$ cat src/rtl/mul_pkg.sv
// Shared definitions for the sequential RV32M multiplier: widths, op codes,
// FSM states and the two's-complement magnitude helper.
package mul_pkg;

  localparam int unsigned XLEN  = 32;
  localparam int unsigned ITERS = 32;
  localparam int unsigned CNT_W = 5;
  localparam int unsigned PRODW = 2 * XLEN;

  typedef enum logic [1:0] {
    OP_MUL    = 2'b00,
    OP_MULH   = 2'b01,
    OP_MULHSU = 2'b10,
    OP_MULHU  = 2'b11
  } op_e;

  typedef enum logic [1:0] {
    IDLE = 2'b00,
    CALC = 2'b01,
    SIGN = 2'b10,
    DONE = 2'b11
  } state_e;

  // Absolute value of a signed operand; -2^31 maps to the unsigned 2^31.
  function automatic logic [XLEN-1:0] mag(input logic [XLEN-1:0] v, input logic s);
    return s ? (~v) + XLEN'(1) : v;
  endfunction

endpackage

$ cat src/rtl/add32.sv
// 32-bit adder with carry-in and carry-out; the accumulation adder of the multiplier.
module add32 (
  input  logic [31:0] a,
  input  logic [31:0] b,
  input  logic        cin,
  output logic [31:0] sum,
  output logic        cout
);

  assign {cout, sum} = 33'(a) + 33'(b) + 33'(cin);

endmodule

$ cat src/rtl/alu_mul_seq.sv
// Radix-2 shift-and-add multiplier for MUL/MULH/MULHSU/MULHU.
// Fixed 33-cycle latency from acceptance to result, one operation in flight.
module alu_mul_seq
  import mul_pkg::*;
(
  input  logic        clk,
  input  logic        rst_n,
  input  logic        in_valid,
  output logic        in_ready,
  input  logic [1:0]  op,
  input  logic [31:0] A,
  input  logic [31:0] B,
  input  logic        kill,
  output logic        out_valid,
  input  logic        out_ready,
  output logic [31:0] result,
  output logic        busy
);

  state_e             state, state_next;
  logic [1:0]         op_q;
  logic               neg;
  logic [XLEN-1:0]    mcand;
  logic [XLEN-1:0]    mplier;
  logic [PRODW-1:0]   prod;
  logic [CNT_W-1:0]   count;

  logic               sa, sb;
  logic [XLEN-1:0]    addend, sum;
  logic               cout;
  logic [PRODW-1:0]   prod_fin;
  logic [XLEN-1:0]    result_d;
  logic               in_ready_d, out_valid_d, busy_d;

  // Operand sign flags decoded from the incoming op.
  assign sa = ((op == OP_MULH) || (op == OP_MULHSU)) && A[XLEN-1];
  assign sb = (op == OP_MULH) && B[XLEN-1];

  assign addend = mplier[0] ? mcand : '0;

  add32 u_add (
    .a    (prod[PRODW-1:XLEN]),
    .b    (addend),
    .cin  (1'b0),
    .sum  (sum),
    .cout (cout)
  );

  assign prod_fin = neg ? (~prod) + PRODW'(1) : prod;
  assign result_d = (op_q == OP_MUL) ? prod_fin[XLEN-1:0] : prod_fin[PRODW-1:XLEN];

  // State register.
  always_ff @(posedge clk) begin
    if (!rst_n) state <= IDLE;
    else        state <= state_next;
  end

  // Next-state logic; kill aborts any non-idle state.
  always_comb begin
    state_next = state;
    unique case (state)
      IDLE: if (in_valid) state_next = CALC;
      CALC: begin
        if (kill)                              state_next = IDLE;
        else if (count == CNT_W'(ITERS - 1))   state_next = SIGN;
      end
      SIGN: state_next = kill ? IDLE : DONE;
      DONE: if (kill || out_ready) state_next = IDLE;
      default: state_next = IDLE;
    endcase
  end

  // Handshake/status values for the coming cycle, registered below.
  always_comb begin
    in_ready_d  = 1'b0;
    out_valid_d = 1'b0;
    busy_d      = 1'b1;
    if (state_next == IDLE) begin
      in_ready_d = 1'b1;
      busy_d     = 1'b0;
    end
    if (state_next == DONE) out_valid_d = 1'b1;
  end

  // Datapath and registered outputs.
  always_ff @(posedge clk) begin
    if (!rst_n) begin
      in_ready  <= 1'b1;
      out_valid <= 1'b0;
      busy      <= 1'b0;
      result    <= '0;
      op_q      <= '0;
      neg       <= 1'b0;
      mcand     <= '0;
      mplier    <= '0;
      prod      <= '0;
      count     <= '0;
    end else begin
      in_ready  <= in_ready_d;
      out_valid <= out_valid_d;
      busy      <= busy_d;
      unique case (state)
        IDLE: begin
          if (in_valid) begin
            op_q   <= op;
            neg    <= sa ^ sb;
            mcand  <= mag(A, sa);
            mplier <= mag(B, sb);
            prod   <= '0;
            count  <= '0;
          end
        end
        CALC: begin
          if (!kill) begin
            prod   <= {cout, sum, prod[XLEN-1:1]};
            mplier <= mplier >> 1;
            count  <= count + CNT_W'(1);
          end
        end
        SIGN: begin
          if (!kill) begin
            prod   <= prod_fin;
            result <= result_d;
          end
        end
        default: ;
      endcase
    end
  end

endmodule

$ cat config.mk
export PLATFORM = sky130hd
export DESIGN_NAME = alu_mul_seq
export DESIGN_NICKNAME = d
export VERILOG_FILES = /design/src/rtl/mul_pkg.sv /design/src/rtl/add32.sv /design/src/rtl/alu_mul_seq.sv
export SDC_FILE = /design/constraint.sdc
export NUM_CORES = 1
export LEC_CHECK = 0
export ABC_CLOCK_PERIOD_IN_PS = 4200
export CAP_MARGIN = 5
export CORE_AREA = 4 4 126 176
export DETAILED_ROUTE_END_ITERATION = 8
export DIE_AREA = 0 0 130 180
export GPL_TIMING_DRIVEN = 0
export MAX_ROUTING_LAYER = met4
export PLACE_DENSITY = 0.8
export SKIP_CTS_REPAIR_TIMING = 1
export SYNTH_ARGS = -nofsm -noshare
export SYNTH_HDL_FRONTEND = slang
export SYNTH_SLANG_ARGS = --single-unit
$ cat constraint.sdc
create_clock -name clk -period 4.2 [get_ports clk]
set_input_delay 0.84 -clock clk [delete_from_list [all_inputs] [get_ports clk]]
set_output_delay 0.84 -clock clk [all_outputs]
set_load 0.01 [all_outputs]
==> results of run 1 <==
area by class of cell:
type	count	area (µm²)	share of cell area, %
multi-input cells	1293	7920	56.9
flip-flops and latches	173	3460	24.9
repair buffers	105	1050	7.55
clock buffers	19	443	3.18
plain buffers	109	434	3.12
well taps	256	320	2.30
clock inverters	13	179	1.29
inverters	27	101	0.728
power breakdown:
part           internal, W  leakage (nW)  total (W)  switching [W]
registers          0.00171          1.41    0.00174      0.0000378
logic             0.000238          3.78   0.000680       0.000441
clock network     0.000968         0.301    0.00171       0.000746
total              0.00291          5.49    0.00414        0.00122
cell families (layout without fill, tap and decap cells):
group           count (synthesis)  after routing
xor+xnor                      132            132
buf+inv                       136            273
mux                             6              6
simple gates                  605            605
fa+ha+maj                      44             44
compound gates                506            506
flops                         173            173
path summary, 6_finish.rpt:
kind / start / to / slack (ns) / cells past startpoint
worst max-delay path: mplier[0] / prod[50] / 0.38 / 12
worst min-delay path: result[7] / result[7] / 0.44 / 2
worst max register to register: mplier[0] / prod[50] / 0.38 / 12
worst min register to register: result[7] / result[7] / 0.44 / 2
stage by stage:
stage / std cells / hold slack [ns] / setup WS, ns / utilization [%]
2_1_floorplan: 1602 / 0.432 / 1.20 / -
3_3_place_gp: 1963 / 0.431 / 0.217 / 64.9
3_5_place_dp: 1963 / 0.434 / 0.211 / 64.9
4_1_cts: 1995 / 0.445 / 0.407 / 67.9
5_1_grt: 1995 / 0.453 / 0.119 / 67.9
6_report: 1995 / 0.440 / 0.383 / 67.9
per-layer routing:
layer | GRT usage, % | vias to the layer above | share of wire, %
li1 | - | 6096 | -
met1 | 41.4 | 6080 | 37
met2 | 60.7 | 739 | 48
met3 | 5.94 | 228 | 7.8
met4 | 26.3 | 0 | 8.1
met5 | - | - | 0
layout by cell type (no fill, tap or decap), drive strengths merged, types with 18 or more instances in the layout:
cell	instances
o31ai	26
xnor2	75
a21o	28
clkbuf	117
inv	32
a222oi	21
dfxtp	173
ha	43
o211ai	20
nor3	48
or3	26
o41ai	18
clkdlybuf4s50	105
nor2	165
nand3	43
a211oi	28
or4	20
xor2	57
nand2	193
and2	36
a21oi	144
o21ai	123
worst max-delay path: stages (launching register included):
cell	delay (ns)
dfxtp_1	0.49
clkbuf_1	0.33
nand2_1	0.25
inv_1	0.11
ha_1	0.24
a211oi_1	0.24
o21ai_0	0.25
o211a_1	0.31
o21ai_0	0.49
nand2_1	0.17
a311oi_1	0.35
nor3_1	0.16
o31a_1	0.32
flip-flops by register name, indices dropped and copies added (netlist names):
register,flops
result,32
out_valid,1
state,2
count,5
busy,1
neg,1
mplier,32
prod,64
mcand,32
in_ready,1
op_q,2
==> metrics.txt, run 1 <==
outcome=completed; setup TNS=0 ns; placed wire-length estimate=33.9 mm; Slew headroom=20.0%; cell taking the most area after synthesis=dfxtp_1; startpoint types=flip-flop; Root Driver=clkbuf_16; Hold Vio Cnt, Final=0; EDFF count, synth=0; critical path type=flip-flop to flip-flop; GRT Util Overall=37.5%; Synth Area in XOR/XNOR=9.70%; P per Cell Area=around 300 mW/mm²; largest net degree at the start of global routing=17; Critical Path Fanout Max=10; unrepaired setup endpoints after global routing=no; Cells after Synth=1602; syn_nets=1717; port bufs=105; Final ANT Viol Nets=0; Slew @ Worst Pin=1.18 ns; dominant synthesized flop cell=dfxtp_1; fill count=between 1.5k and 2k; Synth Area in Compound Gates=27.6%; clock buffer depth=2; total clock sinks=173; total power=a little over 0.004 W; H-tree depth=4; boundary pin count=around 110; Yosys warnings=0; Avg Synthesized Cell Area=7.44 µm²; fin crit share=90.9%; RD Place Congestion=1.04; Core Box Area=between 0.02 and 0.025 mm²; CTS Buf Count=17; mux contribution to synthesized area=less than 1%; number of max-cap violations=0; routed via count=13.1k; post-synthesis adder-cell area fraction=between 4 and 5%; area grow syn2layout=16.7%; DIE AREA=between 0.02 and 0.025 mm²; Die Ht=180 µm; post-synthesis sequential area ratio=between 20% and 30%; Yosys cell types=71; finished layout cell area=0.0139 mm²; clock-pin slew on the worst setup and hold paths=around 0.070 ns; largest family of logic cells by synthesized area=compound AO/OA/AOI/OAI gates; CP arrival=4.16 ns; Die W=130 µm; count leader, synth=nand2_1; post-synthesis cell area=0.0119 mm²; Yosys reg bits=around 170; leakage=5.49 nW; # DRC=0; Clock Latency Late Sink=0.45 ns; Max Fclk=262 MHz; layout cells sized above 1=3.34%; final setup fails=0; DR pass1 iterations=9; global route overflow=0; synth top area cells=dfxtp_1 29%, a21oi_1 6.0%, nand2_1 6.0%; Setup crit end kind=flip-flop; async set-or-reset flop fraction in the synthesized netlist=0%; n_diodes=0; Worst EP required=~4.5 ns; drt wl/cell=21.9 µm; global-route wire length before repair=around 67 mm; worst vdd ir=approximately 0.30 mV; CTS tree=built; post-synthesis simple-gate area fraction=24.0%; top cells by count, synth=192 x nand2_1, 173 x dfxtp_1, 165 x nor2_1, 144 x a21oi_1, 122 x o21ai_0; clock period minus worst slack=3.82 ns; # rows=62; initial antenna violation count=0; vias per cell=6.59; Worst Skew=between 0.01 and 0.015 ns; routed wire length=43.6 mm; Max Slew Vio Count=0; top cell type's share of synthesized area=29.1%; NumNets Final=1841; Placed Area=0.0133 mm²; Starting Density=58.2%; Worst Hold Class=flip-flop to flip-flop; Iteration-0 DRC Markers=1427; number of global-route vias before repair=12.5k
Power figures use the tool's default switching activity.
==> run 2: changes to the inputs <==
--- a/config.mk
+++ b/config.mk
@@ -7,12 +7,14 @@
 export LEC_CHECK = 0
 export ABC_CLOCK_PERIOD_IN_PS = 4200
 export CAP_MARGIN = 5
-export CORE_AREA = 4 4 126 176
+export CELL_PAD_IN_SITES_DETAIL_PLACEMENT = 0
+export CELL_PAD_IN_SITES_GLOBAL_PLACEMENT = 2
+export CORE_AREA = 4 4 164 229
 export DETAILED_ROUTE_END_ITERATION = 8
-export DIE_AREA = 0 0 130 180
+export DIE_AREA = 0 0 168 233
 export GPL_TIMING_DRIVEN = 0
 export MAX_ROUTING_LAYER = met4
-export PLACE_DENSITY = 0.8
+export PLACE_DENSITY_LB_ADDON = 0.1
 export SKIP_CTS_REPAIR_TIMING = 1
 export SYNTH_ARGS = -nofsm -noshare
 export SYNTH_HDL_FRONTEND = slang
==> run 2 against run 1 <==
Sequential share of layout area is 0.43 points lower. Final cell count is 10% higher. Via count is 5.7% lower. Maximum frequency is 0.88% lower. Combinational power is 2% higher. Power is 0.48% lower. First-iteration DRC count is 39% lower. Die area is 67% higher. Final area is 1.7% higher. Critical path type unchanged. Largest power group unchanged.
==> metrics.txt, run 2 (synthesis results as in run 1) <==
RD Place Congestion=0.965 (-7.5%); Max Fclk=260 MHz (-0.88%); layout cells sized above 1=3.28% (-0.058 points); CTS tree=built; Clock Latency Late Sink=0.46 ns (about the same); Die W=168 µm (+29%); routed wire length=49.4 mm (+13%); routed via count=12.4k (-5.7%); final setup fails=0 (unchanged); Die Ht=233 µm (+29%); startpoint types=flip-flop; Slew @ Worst Pin=1.13 ns (-0.0503 ns); Final Non-Filler Cells=2201 (+10%); clock period minus worst slack=3.85 ns (+0.0337 ns); global-route wire length before repair=74.6 mm (+12%); # rows=82 (+32%); critical path type=flip-flop to flip-flop; CTS Buf Count=17 (unchanged); total clock sinks=173 (unchanged); port bufs=105 (unchanged); NumNets Final=1841 (unchanged); Setup crit end kind=flip-flop; Worst Skew=0.0120 ns (+0.000426 ns); clock buffer depth=2 (unchanged); Starting Density=33.5% (-25 points); CP arrival=4.23 ns (+0.07 ns); most frequent cells in the layout=192 x nand2_1, 173 x dfxtp_1, 165 x nor2_1; DR pass1 iterations=7 (-2); setup TNS=0 ns (unchanged); n_diodes=0 (unchanged); number of max-cap violations=0 (unchanged); Sw Ratio=29.5% (-0.11 points); Placed Cells=2169 (+10%); Logic pwr share=16.8% (+0.4 points); Worst EP required=4.58 ns (+0.04 ns); GRT Util Overall=25.6% (-12 points); boundary pin count=106 (unchanged); Core Box Area=0.0356 mm² (+74%); initial antenna violation count=0 (unchanged); area grow syn2layout=18.8%; clock-pin slew on the worst setup and hold paths=0.06 ns (about the same); Max Slew Vio Count=0 (unchanged); Biggest register=prod; placed wire-length estimate=39.0 mm (+15%); H-tree depth=4 (unchanged); Iteration-0 DRC Markers=871 (-39%); # DRC=0 (unchanged); fin crit share=91.7% (+0.80 points); Critical Path Fanout Max=10 (unchanged); total internal power=0.00290 W (-0.33%); outcome=completed; register share of total power=42.4% (+0.2 points); vias per cell=5.63 (-15%); worst vdd ir=0.272 mV (-7.9%); leakage=5.48 nW (-0.22%); DIE AREA=0.0391 mm² (+67%); max reg flops=64 (unchanged); largest net degree at the start of global routing=17 (unchanged); Slew headroom=23.4% (+3.4 points); Psw=0.00121 W (-0.84%); number of global-route vias before repair=12.1k (-3.4%); Clk network pwr share=40.8% (-0.6 points); Hold Vio Cnt, Final=0 (unchanged); most common cell after layout, fill and taps aside=nand2_1; P per Cell Area=291 mW/mm² (-2.2%); unrepaired setup endpoints after global routing=no; Final ANT Viol Nets=0 (unchanged); Worst Hold Class=flip-flop to flip-flop; drt wl/cell=22.4 µm (+2.6%); Root Driver=clkbuf_16; global route overflow=0 (unchanged)
## run 2: through the flow
stage | setup slack [ns] | total power, W | hold WS (ns) | util (%) | cell area [µm²]
2_1_floorplan | 1.20 | 0.00217 | 0.432 | - | 11900
3_3_place_gp | 0.0290 | 0.00247 | 0.433 | 38.1 | 13600
3_5_place_dp | 0.0141 | 0.00248 | 0.434 | 38.1 | 13600
4_1_cts | 0.122 | 0.00414 | 0.444 | 39.8 | 14200
5_1_grt | 0.0717 | 0.00428 | 0.464 | 39.8 | 14200
6_report | 0.349 | 0.00412 | 0.440 | 39.8 | 14200
## run 2: power by group through the flow
stage	Sequential (W)	Clock, W	Combinational, W
floorplan	0.00177	0	0.000397
global placement	0.00178	0	0.000689
detailed placement	0.00178	0	0.000693
CTS	0.00175	0.00170	0.000695
global route	0.00175	0.00177	0.000757
finish	0.00175	0.00168	0.000692
## run 2: cell type report
class	instances	area [µm²]
Buffer	109	434
Clock buffer	24	502
Clock inverter	8	105
Fill cell	3770	21400
Inverter	27	101
Multi-Input combinational cell	1293	7920
Sequential cell	173	3460
Tap cell	462	578
Timing Repair Buffer	105	1050
## run 2: worst max-delay path, stage by stage (launching register included)
cell	delay (ns)
dfxtp_1	0.54
clkbuf_1	0.32
and2_1	0.26
ha_1	0.24
inv_1	0.07
fa_1	0.41
nor2b_1	0.16
o31a_1	0.23
o311ai_0	0.29
a21oi_1	0.36
nor3_1	0.15
nor3b_1	0.25
mux2_2	0.36
o22ai_1	0.11
## run 2: routing by layer
metal	routed length, µm	vias to the layer above	track usage (%)
met1	20200	5882	28.8
li1	-	6107	-
met4	2500	0	12.5
met3	1760	84	2.33
met5	0	-	-
met2	24900	319	45.3
## run 2: path summary, 6_finish.rpt
path	start	end	slack, ns	cells past startpoint
max reg2reg	mplier[0]	prod[57]	0.35	13
max	mplier[0]	prod[57]	0.35	13
min	result[7]	result[7]	0.44	2
min reg2reg	result[7]	result[7]	0.44	2
